`src/rtl/tcm_boot_pkg.sv`:
```
// Shared types and constants for the instruction-TCM boot controller.
package tcm_boot_pkg;

    localparam int unsigned ADDR_W         = 32;
    localparam int unsigned DATA_W         = 32;
    localparam int unsigned WE_W           = 4;
    localparam int unsigned LEN_W          = 16;
    localparam int unsigned CNT_W          = 8;
    localparam int unsigned TCM_WORD_BYTES = 4;
    localparam logic [WE_W-1:0] TCM_WE_ALL = 4'hf;

    typedef enum logic [1:0] {
        IDLE   = 2'd0,
        LOAD   = 2'd1,
        CPURST = 2'd2,
        RUN    = 2'd3
    } boot_state_t;

    // Byte address of word `idx`, wrapping modulo 2^32.
    function automatic logic [ADDR_W-1:0] word_addr(input logic [ADDR_W-1:0] base,
                                                    input logic [LEN_W-1:0]  idx);
        return base + ADDR_W'(idx) * ADDR_W'(TCM_WORD_BYTES);
    endfunction

endpackage

```
`src/rtl/tcm_boot_arb.sv`:
```
// Combinational TCM port mux: fetch owns the port in RUN, the write register otherwise.
module tcm_boot_arb
    import tcm_boot_pkg::*;
(
    input  logic              run,
    input  logic [WE_W-1:0]   wr_we,
    input  logic [ADDR_W-1:0] wr_addr,
    input  logic [DATA_W-1:0] wr_data,
    input  logic              fetch_req,
    input  logic [ADDR_W-1:0] fetch_addr,
    output logic              fetch_gnt,
    output logic [WE_W-1:0]   mem_we,
    output logic [ADDR_W-1:0] mem_addr,
    output logic [DATA_W-1:0] mem_data
);

    always_comb begin
        fetch_gnt = 1'b0;
        mem_we    = wr_we;
        mem_addr  = wr_addr;
        mem_data  = wr_data;
        if (run) begin
            fetch_gnt = fetch_req;
            mem_we    = '0;
            mem_addr  = fetch_addr;
        end
    end

endmodule

```
`src/rtl/tcm_boot_ctrl.sv`:
```
// Boot sequencer: streams an image into the instruction TCM, holds the core in reset, then hands over the port.
// Optional checksum accumulation enabled by defining TCM_BOOT_CHECKSUM_EN.
module tcm_boot_ctrl
    import tcm_boot_pkg::*;
#(
    parameter logic [31:0] BASE_ADDR  = 32'h0000_0000,
    parameter int unsigned MAX_WORDS  = 1024,
    parameter int unsigned RST_CYCLES = 2
) (
    input  logic              clk_i,
    input  logic              rst_i,
    input  logic              load_start_i,
    input  logic [LEN_W-1:0]  load_len_i,
    input  logic              ld_valid_i,
    input  logic [DATA_W-1:0] ld_data_i,
    output logic              ld_ready_o,
    input  logic              fetch_req_i,
    input  logic [ADDR_W-1:0] fetch_addr_i,
    output logic              fetch_gnt_o,
    output logic [WE_W-1:0]   mem_we_o,
    output logic [ADDR_W-1:0] mem_addr_o,
    output logic [DATA_W-1:0] mem_data_o,
    output logic              rst_cpu_o,
    output logic              busy_o,
    output logic              err_o,
    output logic [LEN_W-1:0]  words_o,
    output logic [DATA_W-1:0] csum_o
);

    boot_state_t       state_q, state_d;
    logic [LEN_W-1:0]  len_q, words_q;
    logic [CNT_W-1:0]  cnt_q;
    logic [WE_W-1:0]   we_q;
    logic [ADDR_W-1:0] addr_q;
    logic [DATA_W-1:0] data_q;
    logic              ld_ready_q, rst_cpu_q, busy_q, err_q;
    logic              len_ok_c, start_ok_c, start_bad_c, xfer_c, last_c;

    // Next-state and per-edge event decode.
    always_comb begin
        state_d     = state_q;
        start_ok_c  = 1'b0;
        start_bad_c = 1'b0;
        xfer_c      = 1'b0;
        last_c      = 1'b0;
        len_ok_c    = (load_len_i != '0) && (32'(load_len_i) <= 32'(MAX_WORDS));
        case (state_q)
            IDLE, RUN: begin
                if (load_start_i) begin
                    if (len_ok_c) begin
                        start_ok_c = 1'b1;
                        state_d    = LOAD;
                    end else begin
                        start_bad_c = 1'b1;
                    end
                end
            end
            LOAD: begin
                if (ld_valid_i && ld_ready_q) begin
                    xfer_c = 1'b1;
                    if (words_q == len_q - LEN_W'(1)) begin
                        last_c  = 1'b1;
                        state_d = CPURST;
                    end
                end
            end
            CPURST: begin
                if (cnt_q <= CNT_W'(1)) begin
                    state_d = RUN;
                end
            end
            default: state_d = IDLE;
        endcase
    end

    always_ff @(posedge clk_i) begin
        if (rst_i) begin
            state_q <= IDLE;
        end else begin
            state_q <= state_d;
        end
    end

    // Registered outputs, counters and the TCM write register.
    always_ff @(posedge clk_i) begin
        if (rst_i) begin
            ld_ready_q <= 1'b0;
            rst_cpu_q  <= 1'b1;
            busy_q     <= 1'b0;
            err_q      <= 1'b0;
            len_q      <= '0;
            words_q    <= '0;
            cnt_q      <= '0;
            we_q       <= '0;
            addr_q     <= BASE_ADDR;
            data_q     <= '0;
        end else begin
            ld_ready_q <= (state_d == LOAD);
            rst_cpu_q  <= (state_d != RUN);
            busy_q     <= (state_d == LOAD) || (state_d == CPURST);
            we_q       <= '0;
            if (start_ok_c) begin
                err_q   <= 1'b0;
                words_q <= '0;
                len_q   <= load_len_i;
            end
            if (start_bad_c) begin
                err_q <= 1'b1;
            end
            if (xfer_c) begin
                we_q    <= TCM_WE_ALL;
                addr_q  <= word_addr(BASE_ADDR, words_q);
                data_q  <= ld_data_i;
                words_q <= words_q + LEN_W'(1);
            end
            if (last_c) begin
                cnt_q <= CNT_W'(RST_CYCLES);
            end else if (state_q == CPURST) begin
                cnt_q <= cnt_q - CNT_W'(1);
            end
        end
    end

`ifdef TCM_BOOT_CHECKSUM_EN
    logic [DATA_W-1:0] csum_q;

    always_ff @(posedge clk_i) begin
        if (rst_i || start_ok_c) begin
            csum_q <= '0;
        end else if (xfer_c) begin
            csum_q <= csum_q + ld_data_i;
        end
    end

    assign csum_o = csum_q;
`else
    assign csum_o = '0;
`endif

    tcm_boot_arb u_arb (
        .run        (state_q == RUN),
        .wr_we      (we_q),
        .wr_addr    (addr_q),
        .wr_data    (data_q),
        .fetch_req  (fetch_req_i),
        .fetch_addr (fetch_addr_i),
        .fetch_gnt  (fetch_gnt_o),
        .mem_we     (mem_we_o),
        .mem_addr   (mem_addr_o),
        .mem_data   (mem_data_o)
    );

    assign ld_ready_o = ld_ready_q;
    assign rst_cpu_o  = rst_cpu_q;
    assign busy_o     = busy_q;
    assign err_o      = err_q;
    assign words_o    = words_q;

endmodule
```
`config.mk`:
```
export PLATFORM = sky130hd
export DESIGN_NAME = tcm_boot_ctrl
export DESIGN_NICKNAME = d
export VERILOG_FILES = /design/src/rtl/tcm_boot_pkg.sv /design/src/rtl/tcm_boot_arb.sv /design/src/rtl/tcm_boot_ctrl.sv
export SDC_FILE = /design/constraint.sdc
export NUM_CORES = 1
export LEC_CHECK = 0
export ABC_AREA = 0
export ABC_CLOCK_PERIOD_IN_PS = 3800
export BUFFER_PORTS_ARGS = -buffer_cell sky130_fd_sc_hd__buf_2
export CAP_MARGIN = 10
export CELL_PAD_IN_SITES_DETAIL_PLACEMENT = 0
export CELL_PAD_IN_SITES_GLOBAL_PLACEMENT = 2
export CORE_MARGIN = 2
export CORE_UTILIZATION = 26
export CTS_CLUSTER_SIZE = 25
export DETAILED_ROUTE_END_ITERATION = 16
export GPL_TIMING_DRIVEN = 0
export PLACE_DENSITY_LB_ADDON = 0.1
export SLEW_MARGIN = 20
export SYNTH_ARGS = -nofsm -noshare
export SYNTH_HDL_FRONTEND = slang
export SYNTH_SLANG_ARGS = --single-unit
```
`constraint.sdc`:
```
create_clock -name clk_i -period 3.8 [get_ports clk_i]
set_input_delay 0.76 -clock clk_i [delete_from_list [all_inputs] [get_ports clk_i]]
set_output_delay 0.76 -clock clk_i [all_outputs]
set_load 0.03 [all_outputs]
```
== After elaboration in Yosys (flattened, before gate mapping) ==
Cells that the tools add are included.
Operators by class
  add/sub/neg operators: 3
  reductions and logical operators: 10
  equality and inequality tests: 7
  magnitude comparators: 2
  multiplexer cells: 27
Operators by type and width (count)
  $mux W16: 2
  $mux W32: 1
  $add A16 B1 Y16 const B: 1
  $eq A16 B16 Y1: 1
  $le A16 B11 Y1 const B: 1
  $reduce_bool A16 Y1: 1
  $sub A16 B1 Y16 const B: 1
  $mux W1: 14
  $mux W2: 7
  $le A8 B1 Y1 const B: 1
  $mux W4: 2
  $sub A8 B1 Y8 const B: 1
  $eq A2 B2 Y1 const B: 3
  $pmux W2 S3: 1
  $reduce_bool A2 Y1: 3
  $eq A2 B1 Y1 const B: 2
  $reduce_or A2 Y1: 2
  $logic_and A1 B1 Y1: 2
  $logic_not A2 Y1: 1
  $ne A2 B2 Y1 const B: 1
  $logic_or A1 B1 Y1: 1
Storage, ports and cells
  output and inout bits: 121
  logic and storage cells: 61
  flip-flop bits (word level): 98
  input bits: 85

== Logic depth before layout (Yosys ltp) ==
Gate-level depths: netlist (run 1).
  word-level depth: 7
  depth in mapped cells: 10
  depth with buffers taken out: 10

== Cells and area by module ==
From an unflattened synthesis (run 1), not the netlist that was laid out.
Unflattened totals
  cell total of the unflattened synthesis: 645
  area, all modules: 5341.4 µm²
Modules (own cells, without submodules)
  tcm_boot_ctrl: cells each 572, sequential area each 1901.8 µm², area an instance 4553.1 µm², instances 1
  tcm_boot_arb: cells each 73, sequential area each 0.0 µm², area an instance 788.3 µm², instances 1

== Least setup slack after synthesis (run 1) ==
Ideal clock, no wire load.
  kind: reg-to-reg
  start point: register len_q[0]
  end point: register busy_q (netlist: busy_o)
  arrival: 2999 ps
  required time: 3672 ps
  path slack: 673 ps
  clock period less this slack: 3127 ps
  cell stages (with the launch flop): 11
  buffers on the path: 0
  library setup time: 128 ps
  path through: dfxtp_1 -> inv_1 -> ha_1 -> or4b_4 -> or4_2 -> xnor2_1 -> or3b_4 -> o31ai_1 -> a21oi_1 -> ha_1 -> nor2b_1
On the way
  longest elaborated chain between the ends: 7
  elaborated cells on any way between the ends: 8
  classes of those cells: 1 x add/sub; 3 x eq/ne; 3 x mux; 1 x reduce/logical
RTL lines
  start: declaration: RTL line tcm_boot_ctrl.sv:31  | logic [LEN_W-1:0] len_q, words_q;
  start signal: assignment: RTL line tcm_boot_ctrl.sv:105  | len_q <= load_len_i;
  $sub A16 B1 Y16 (*): RTL line tcm_boot_ctrl.sv:61  | if (words_q == len_q - LEN_W'(1)) begin
  $eq A16 B16 Y1 (*): RTL line tcm_boot_ctrl.sv:61
  $mux W2 (*): RTL line tcm_boot_ctrl.sv:61
  $mux W2 (*): RTL line tcm_boot_ctrl.sv:59  | if (ld_valid_i && ld_ready_q) begin
  $pmux W2 S3 (*): RTL line tcm_boot_ctrl.sv:47  | case (state_q)
  $eq A2 B1 Y1 / $eq A2 B2 Y1 (equally long branches): RTL line tcm_boot_ctrl.sv:100  | busy_q <= (state_d == LOAD) || (state_d == CPURST);
  $logic_or A1 B1 Y1 (*): RTL line tcm_boot_ctrl.sv:100
  end signal: assignment: RTL line tcm_boot_ctrl.sv:100
  end: declaration: RTL line tcm_boot_ctrl.sv:36  | logic ld_ready_q, rst_cpu_q, busy_q, err_q;
Mark *: on every way between the ends. The rest lies on a longest branch, timed or not.
A chain may end at the register's enable or synchronous reset.

== Worst setup path after layout (run 1) ==
Same ends and word-level chain as after synthesis.

==> run metrics, run 1 <==
footprint of the multi-input gates 2670 um^2; Post-CTS Resized 0; final setup vio count 0; Internal around 1.7 mW; P_sw around 0.61 mW; layout cell share with drive strength beyond 1 29.8%; Clock Latency Late Sink roughly 350 ps; met1 Use GR 19.2%; HP Class reg -> reg; clock root buffer clkbuf_16; top cell type's share of synthesized area roughly two fifths; Clock Path Buffers 2; final-report max-slew violation count 0; TritonCTS clock tree done; Switching Share 26.2%; # IOs 206; Overall Global Routing Usage 15.3%; crit path time final 3400 ps; setup TNS 0 ps; Inserted Diodes 0; CORE AREA 18600 um^2; power density cells 358 nW/um^2; first-pass GRT wire length 24.0 mm; RePlAce Congestion 0.777; placed cell count 1058; maximum vdd drop 0.202 mV; GRT busiest layer met2; Critical Path RT 4010 ps; Die X 142 um; total CTS buffers 9; Syn Area/Cell between 7 and 8 um^2; drt total wl 15.5 mm; met3 usage between 5 and 6%; vias in the first global route 4623; Setup CP Type reg -> reg; LEAKAGE 2.94 nW; Clk pwr share between 40 and 50%; Avg Vias per Cell 4.50; drt pass-1 iters 4; number of enable flip-flop cells after synthesis 0; number of DRC markers in iteration 0 237; number of port buffers 172; total power draw 2.33 mW; Util after Layout 34.9%; predominant post-synthesis flop cell dfxtp_1; Storage cell area 1900 um^2; HPWL after DPL between 10 and 15 mm; sequential power share 44.4%; Crit path arrival time 3610 ps; Synth Cell Area 4930 um^2; NumNets Final 928; layout filler cell count 2043; most common cell in the synthesized netlist nand2_1; Crit Path Max Fanout 5; total clock sinks 95; crit-path cells inv_1 > ha_1 > or4b_4 > or4_2 > xnor2_1 > or3b_4 > o31ai_1 > a21oi_1 > ha_1 > nor2b_1; Yosys warning count 0; # H-tree levels 3; GR Layer Usage met2 24.9%; clk_skew 7.25 ps; via count 4824; post-synthesis sequential area ratio 38.6%; initial antenna violation count 0; CP endpoint kind register; fin crit share 89.5%; fmax 294 MHz; DP Worst Slack 80.4 ps; Die ar. 20100 um^2; Clock Pin Slew Worst Setup and Hold Paths about 70 ps; largest net degree at the start of global routing 15; final setup margin 400 ps; Logic pwr share 13.5%; startpoint types register; delay of the slowest critical-path stage 670 ps; Worst Tran Pin Value 931 ps; Synth Instances 621; row count 50; Hold-fix buffers, CTS 0; Max Cap Violations 0; relative slew slack approximately 36%; Starting Density 26.4%; P&R area growth vs syn 32.1%; synth cell count leaders nand2_1 (130), dfxtp_1 (95), a21oi_1 (80); die height 142 um; largest area contributor in the netlist dfxtp_1; most numerous cell on the critical path ha_1; top post-synthesis cells by area dfxtp_1 (39%), nand2_1 (9.9%), a21oi_1 (8.1%); DRC errors left 0; post-route insts no fill 1073; GRT overflow 0; Setup Fix Bufs, Post-CTS 0; routed len/inst 14.5 um; RSZ-0062 raised after global routing false; DRT antenna net count 0; outcome finished, final reports clean; Slowest cell on crit path or4_2; asr flop ratio synth 0%; Synth Register Bits 95; Cell variety after synth 57; Hold Vio Cnt, Final 0
state kept, by name, summed over array words and instances (netlist names), 2 cells and up:
name     flops
addr_q      16
cnt_q        8
data_q      32
len_q       16
state_q      2
words_o     16
placed cells by master, fill, tap and decap left out, drive strengths merged, types with 3 or more instances in the layout:
| cell | n |
|---|---|
| buf | 212 |
| nand2 | 130 |
| dfxtp | 95 |
| a21oi | 80 |
| clkbuf | 49 |
| conb | 32 |
| nor2 | 26 |
| and2 | 18 |
| mux2 | 18 |
| xnor2 | 18 |
| o21ai | 15 |
| and3 | 14 |
| inv | 10 |
| xor2 | 10 |
| nand3 | 10 |
| nor4 | 9 |
| nor3 | 8 |
| ha | 8 |
| nand4 | 7 |
| a311oi | 7 |
| or3 | 6 |
| a31oi | 5 |
| nor2b | 4 |
| or4 | 4 |
| nand4b | 3 |
| nand3b | 3 |
| a41oi | 3 |
final timing paths:
kind | from | slack [ps] | end | cells after the start
setup reg to reg | len_q[0] | 400 | busy_o | 10
hold reg to reg | data_q[0] | 450 | data_q[0] | 2
setup / recovery | len_q[0] | 400 | busy_o | 10
hold / removal | data_q[0] | 450 | data_q[0] | 2
power by group through the flow:
| stage | logic [mW] | clock network, mW | registers (mW) |
|---|---|---|---|
| finish | 0.316 | 0.980 | 1.03 |
| global route | 0.344 | 1.06 | 1.04 |
| CTS | 0.318 | 1.02 | 1.03 |
| detailed placement | 0.317 | 0 | 1.06 |
| global placement | 0.316 | 0 | 1.06 |
| floorplan | 0.192 | 0 | 1.07 |
logic make-up after synthesis:
logic type / after synthesis / synth area share, %
simple gates: 251 / 24.5
xor+xnor: 28 / 4.98
compound gates: 130 / 15.8
other cells: 1 / 0.0761
mux: 20 / 4.52
fa+ha+maj: 8 / 2.03
flops: 95 / 38.6
buf+inv: 88 / 9.50
metal layers:
metal  wire length [um]  part of all wire [%]  vias up
li1                   -                     -     2496
met1               7050                    45     2170
met2               7230                    47      154
met3               1180                   7.6        4
met4                 92                  0.59        0
met5                  0                     0        -
through the flow:
step	hold WS, ps	area (um^2)
after CTS	453	6510
final	452	6510
after floorplan	434	5040
after global routing	472	6510
after detailed placement	444	6200
after global placement	440	6200
worst max-delay path, delay by kind of cell, from the launching register on:
kind,cells,cell delay (ps)
xor+xnor,1,170
flops,1,350
simple gates,4,1760
fa+ha+maj,2,540
compound gates,2,370
buf+inv,1,70
final cells by class:
| cell class | instances | share of cell area, % |
|---|---|---|
| Buffer | 78 | 6.61 |
| Clock buffer | 11 | 3.73 |
| Clock inverter | 4 | 1.08 |
| Inverter | 10 | 0.577 |
| Multi-Input combinational cell | 469 | 41.1 |
| Sequential cell | 95 | 29.2 |
| Tap cell | 234 | 4.50 |
| Timing Repair Buffer | 172 | 13.2 |
No activity file was read; power rests on OpenSTA's default activity.
==> run 2, diff against run 1 <==
Settings changed: CORE_ASPECT_RATIO set to 2.
==> run metrics, run 2 (synthesis results as in run 1) <==
Util after Layout 35.1% (+0.16 points); largest net degree at the start of global routing 16 (+1); clk_skew 12.6 ps (+5.36 ps); GR Layer Usage met2 32.7% (+7.9 points); Reg with most FFs data_q; Avg Vias per Cell 4.65 (+3.4%); HP Class reg -> reg; via count 4925 (+2.1%); drt pass-1 iters 5 (+1); Crit path arrival time 3650 ps (+40 ps); # IOs 206 (unchanged); fin area 6540 um^2 (+0.52%); fmax 291 MHz (-1.0%); RSZ-0062 raised after global routing false; first-pass GRT wire length 26.1 mm (+8.6%); footprint of the multi-input gates 2670 um^2 (unchanged); LEAKAGE 2.97 nW (+0.82%); Starting Density 26.4% (about the same); Setup CP Type reg -> reg; critical path's top delay family simple AND/OR/NAND/NOR gates; vias in the first global route 4840 (+4.7%); DRC errors left 0 (unchanged); row count 71 (+42%); total clock sinks 95 (unchanged); final-report max-slew violation count 0 (unchanged); Clock Path Buffers 2 (unchanged); delay of the slowest critical-path stage 690 ps (+20 ps); Max Cap Violations 0 (unchanged); final setup vio count 0 (unchanged); GRT overflow 0 (unchanged); RePlAce Congestion 0.854 (+9.9%); Hold Vio Cnt, Final 0 (unchanged); relative slew slack 32.8% (-3.4 points); DP Worst Slack -47.7 ps (-128 ps); Worst Tran Pin Value 980 ps (+48.9 ps); drt total wl 17.1 mm (+9.7%); P&R area growth vs syn 32.8%; Overall Global Routing Usage 16.8% (+1.5 points); total CTS buffers 9 (unchanged); most numerous cell on the critical path ha_1; layout cell share with drive strength beyond 1 30.0% (+0.20 points); DRT antenna net count 0 (unchanged); Largest register FFs 32 (unchanged); # H-tree levels 3 (unchanged); crit-path cells inv_1 > ha_1 > or4b_4 > or4_2 > xnor2_1 > or3b_4 > o31ai_1 > a21oi_1 > ha_1 > nor2b_1; area post-placement 6180 um^2 (-0.30%); Hold-fix buffers, CTS 0 (unchanged); Critical Path RT 4010 ps (about the same); routed len/inst 16.1 um (+11%); TritonCTS clock tree done; startpoint types register; Setup Fix Bufs, Post-CTS 0 (unchanged); outcome finished, final reports clean; CORE AREA 18700 um^2 (about the same); layout filler cell count 2052 (+0.44%); most frequent cells in the layout buf_2 (173), nand2_1 (130), dfxtp_1 (95), a21oi_1 (80), clkbuf_1 (37); critical path buffer and inverter count 1 (unchanged); fin crit share 90.4% (+0.94 points); final setup margin 364 ps (-35.8 ps); Clock Latency Late Sink 350 ps (about the same); Clock Pin Slew Worst Setup and Hold Paths 70 ps (about the same); die height 199 um (+40%); Crit Path Max Fanout 5 (unchanged); met3 usage 2.71% (-2.7 points); initial antenna violation count 0 (unchanged); maximum vdd drop 0.182 mV (-10%); met1 Use GR 17.5% (-1.7 points); power density cells 376 nW/um^2 (+5.1%); crit path time final 3440 ps (+35.8 ps); number of port buffers 172 (unchanged); Die ar. 20100 um^2 (+0.33%); CP endpoint kind register; Die X 101 um (-28%); NumNets Final 928 (unchanged); setup TNS 0 ps (unchanged); commonest non-fill, non-tap cell in the layout buf_2; GRT busiest layer met2; HPWL after DPL 13.7 mm (+14%); Post-CTS Resized 0 (unchanged); Storage cell area 1900 um^2 (unchanged); clock root buffer clkbuf_16; Inserted Diodes 0 (unchanged); Slowest cell on crit path or4_2; number of DRC markers in iteration 0 216 (-8.9%)
-- run 2: changes by cell type in the layout (fill, tap and decap cells not counted), sizes merged --
cell | previous run | this run
bufinv | 2 | 3
clkinv | 2 | 0
clkbuf | 49 | 50
inv | 10 | 11
-- run 2: worst paths after layout --
path,startpoint,slack [ps],end,cells after the start
worst min register to register,data_q[10],450,data_q[10],2
worst min-delay path,data_q[10],450,data_q[10],2
worst max-delay path,len_q[0],360,busy_o,10
worst max register to register,len_q[0],360,busy_o,10
-- run 2: final cells by class --
cell class | count | area share [%]
multi-input cells | 469 | 40.9
clock inverters | 4 | 1.51
plain buffers | 78 | 6.58
flip-flops and latches | 95 | 29.1
inverters | 10 | 0.574
repair buffers | 172 | 13.2
clock buffers | 12 | 4.07
well taps | 219 | 4.19
-- run 2: stage by stage --
step	cells	hold slack, ps	total power [mW]
global route	1059	469	2.56
floorplan	652	434	1.27
finish	1059	451	2.46
detailed placement	1043	447	1.38
CTS	1059	457	2.50
global placement	1043	442	1.37
-- run 2: routing by layer --
metal  vias up  share of wire [%]
met3        18                3.9
li1       2499                  -
met2       131                 57
met1      2277                 37
met5         -                  0
met4         0                1.9
-- run 2: worst register-to-register path, stage by stage, from the launching register on --
cell and delay, ps:
dfxtp_1 370, inv_1 80, ha_1 250, or4b_4 540, or4_2 690, xnor2_1 170
or3b_4 420, o31ai_1 240, a21oi_1 130, ha_1 300, nor2b_1 120
-- run 2: power breakdown --
part / internal, mW / switching (mW)
registers: 1.01 / 0.0191
clock network: 0.700 / 0.407
logic: 0.115 / 0.206
==> run 3, diff against run 2 <==
Settings changed: CELL_PAD_IN_SITES_DETAIL_PLACEMENT 0 to 1, CORE_ASPECT_RATIO 2 to 0.5.
==> run metrics, run 3 (synthesis results as in run 1) <==
critical path's top delay family simple AND/OR/NAND/NOR gates; LEAKAGE 2.93 nW (-1.2%); most numerous cell on the critical path ha_1; RSZ-0062 raised after global routing false; NumNets Final 928 (unchanged); Reg with most FFs data_q; outcome finished, final reports clean; largest net degree at the start of global routing 15 (-1); HPWL after DPL 13.5 mm (-1.2%); power density cells 349 nW/um^2 (-7.2%); total CTS buffers 9 (unchanged); setup TNS 0 ps (unchanged); Starting Density 26.7% (+0.25 points); Die ar. 20100 um^2 (about the same); Clock Latency Late Sink 350 ps (about the same); first-pass GRT wire length 26.9 mm (+3.2%); number of DRC markers in iteration 0 180 (-17%); final setup margin 378 ps (+13.4 ps); via count 5001 (+1.5%); total clock sinks 95 (unchanged); DP Worst Slack 121 ps (+169 ps); Clock Pin Slew Worst Setup and Hold Paths 70 ps (about the same); Overall Global Routing Usage 17.5% (+0.71 points); die height 101 um (-49%); TritonCTS clock tree done; commonest non-fill, non-tap cell in the layout buf_2; crit-path cells inv_1 > ha_1 > or4b_4 > or4_2 > xnor2_1 > or3b_4 > o31ai_1 > a21oi_1 > ha_1 > nor2b_1; Util after Layout 35.3% (+0.20 points); delay of the slowest critical-path stage 690 ps (about the same); initial antenna violation count 2 (+2); Hold-fix buffers, CTS 0 (unchanged); worst-case reg-to-reg path depth 10 (unchanged); Hold Vio Cnt, Final 0 (unchanged); DRT antenna net count 0 (unchanged); Setup Fix Bufs, Post-CTS 0 (unchanged); HP Class reg -> reg; # IOs 206 (unchanged); Clock Path Buffers 2 (unchanged); Levels on crit path 10 (unchanged); crit path time final 3420 ps (-13.4 ps); FF-to-FF setup slack 380 ps (about the same); # H-tree levels 3 (unchanged); critical path buffer and inverter count 1 (unchanged); number of port buffers 172 (unchanged); Die X 199 um (+96%); drt pass-1 iters 4 (-1); Inserted Diodes 0 (unchanged); P&R area growth vs syn 32.3%; Critical Path RT 4000 ps (about the same); maximum vdd drop 0.196 mV (+8.2%); Crit Path Max Fanout 5 (unchanged); drt total wl 17.5 mm (+2.6%); Crit path arrival time 3630 ps (-20 ps); Max Cap Violations 0 (unchanged); relative slew slack 37.2% (+4.5 points); Avg Vias per Cell 4.55 (-2.1%); Post-CTS Resized 0 (unchanged); clock root buffer clkbuf_16; CORE AREA 18500 um^2 (-0.94%); Worst Tran Pin Value 915 ps (-65.2 ps); GRT overflow 0 (unchanged); CP endpoint kind register; vias in the first global route 4895 (+1.1%); DRC errors left 0 (unchanged); hold slack final 454 ps (+3.04 ps); most frequent cells in the layout buf_2 (173), nand2_1 (130), dfxtp_1 (95), a21oi_1 (80), clkbuf_1 (39); Slowest cell on crit path or4_2; RePlAce Congestion 0.809 (-5.2%); clk_skew 8.17 ps (-4.44 ps); fmax 292 MHz (+0.39%); layout cell share with drive strength beyond 1 29.7% (-0.32 points); Setup CP Type reg -> reg; final-report max-slew violation count 0 (unchanged); fin crit share 90.1% (-0.35 points); final setup vio count 0 (unchanged); Largest register FFs 32 (unchanged); routed len/inst 15.9 um (-1.0%); row count 35 (-51%); Worst Hold Path Cells 2 (unchanged); startpoint types register
## run 3: changes by cell type in the layout (fill, tap and decap cells not counted)
cell       change
clkbuf_1       +2
inv_6          -1
clkbuf_8       -2
clkinv_4       +1
clkinv_2       +1
bufinv_16      -2
## run 3: report_power, final
| group | internal [mW] | leakage [nW] | switching (mW) | total [mW] |
|---|---|---|---|---|
| registers | 1.01 | 0.765 | 0.0181 | 1.03 |
| clock network | 0.526 | 0.143 | 0.395 | 0.920 |
| logic | 0.115 | 2.02 | 0.208 | 0.323 |
| total | 1.66 | 2.93 | 0.620 | 2.28 |
## run 3: metrics by stage
stage | cells | area [um^2] | power, mW
after floorplan | 652 | 5040 | 1.27
after global placement | 1083 | 6230 | 1.38
after detailed placement | 1083 | 6230 | 1.38
after CTS | 1098 | 6520 | 2.32
after global routing | 1098 | 6520 | 2.39
final | 1098 | 6520 | 2.28
## run 3: layout make-up
type                            count  area [um^2]
Buffer                             78          430
Clock buffer                       12          246
Clock inverter                      3         43.8
Fill cell                        2328        12000
Inverter                           10         37.5
Multi-Input combinational cell    469         2670
Sequential cell                    95         1900
Tap cell                          259          324
Timing Repair Buffer              172          861
## run 3: final timing paths
| path | from | endpoint |
|---|---|---|
| min | data_q[19] | data_q[19] |
| max reg2reg | len_q[0] | busy_o |
| min reg2reg | data_q[19] | data_q[19] |
| max | len_q[0] | busy_o |
## run 3: tightest hold or removal path, stage by stage, from the launching register on
cell,delay [ps]
dfxtp_1,310
nand2_1,50
a21oi_1,50
## run 3: layer usage
layer / wire, um / global-route usage [%] / vias to the layer above
met1: 7970 / 22.7 / 2367
met3: 1410 / 6.09 / 11
met4: 101 / 3.73 / 2
li1: - / - / 2493
met5: 13 / 0 / -
met2: 8000 / 28.3 / 128
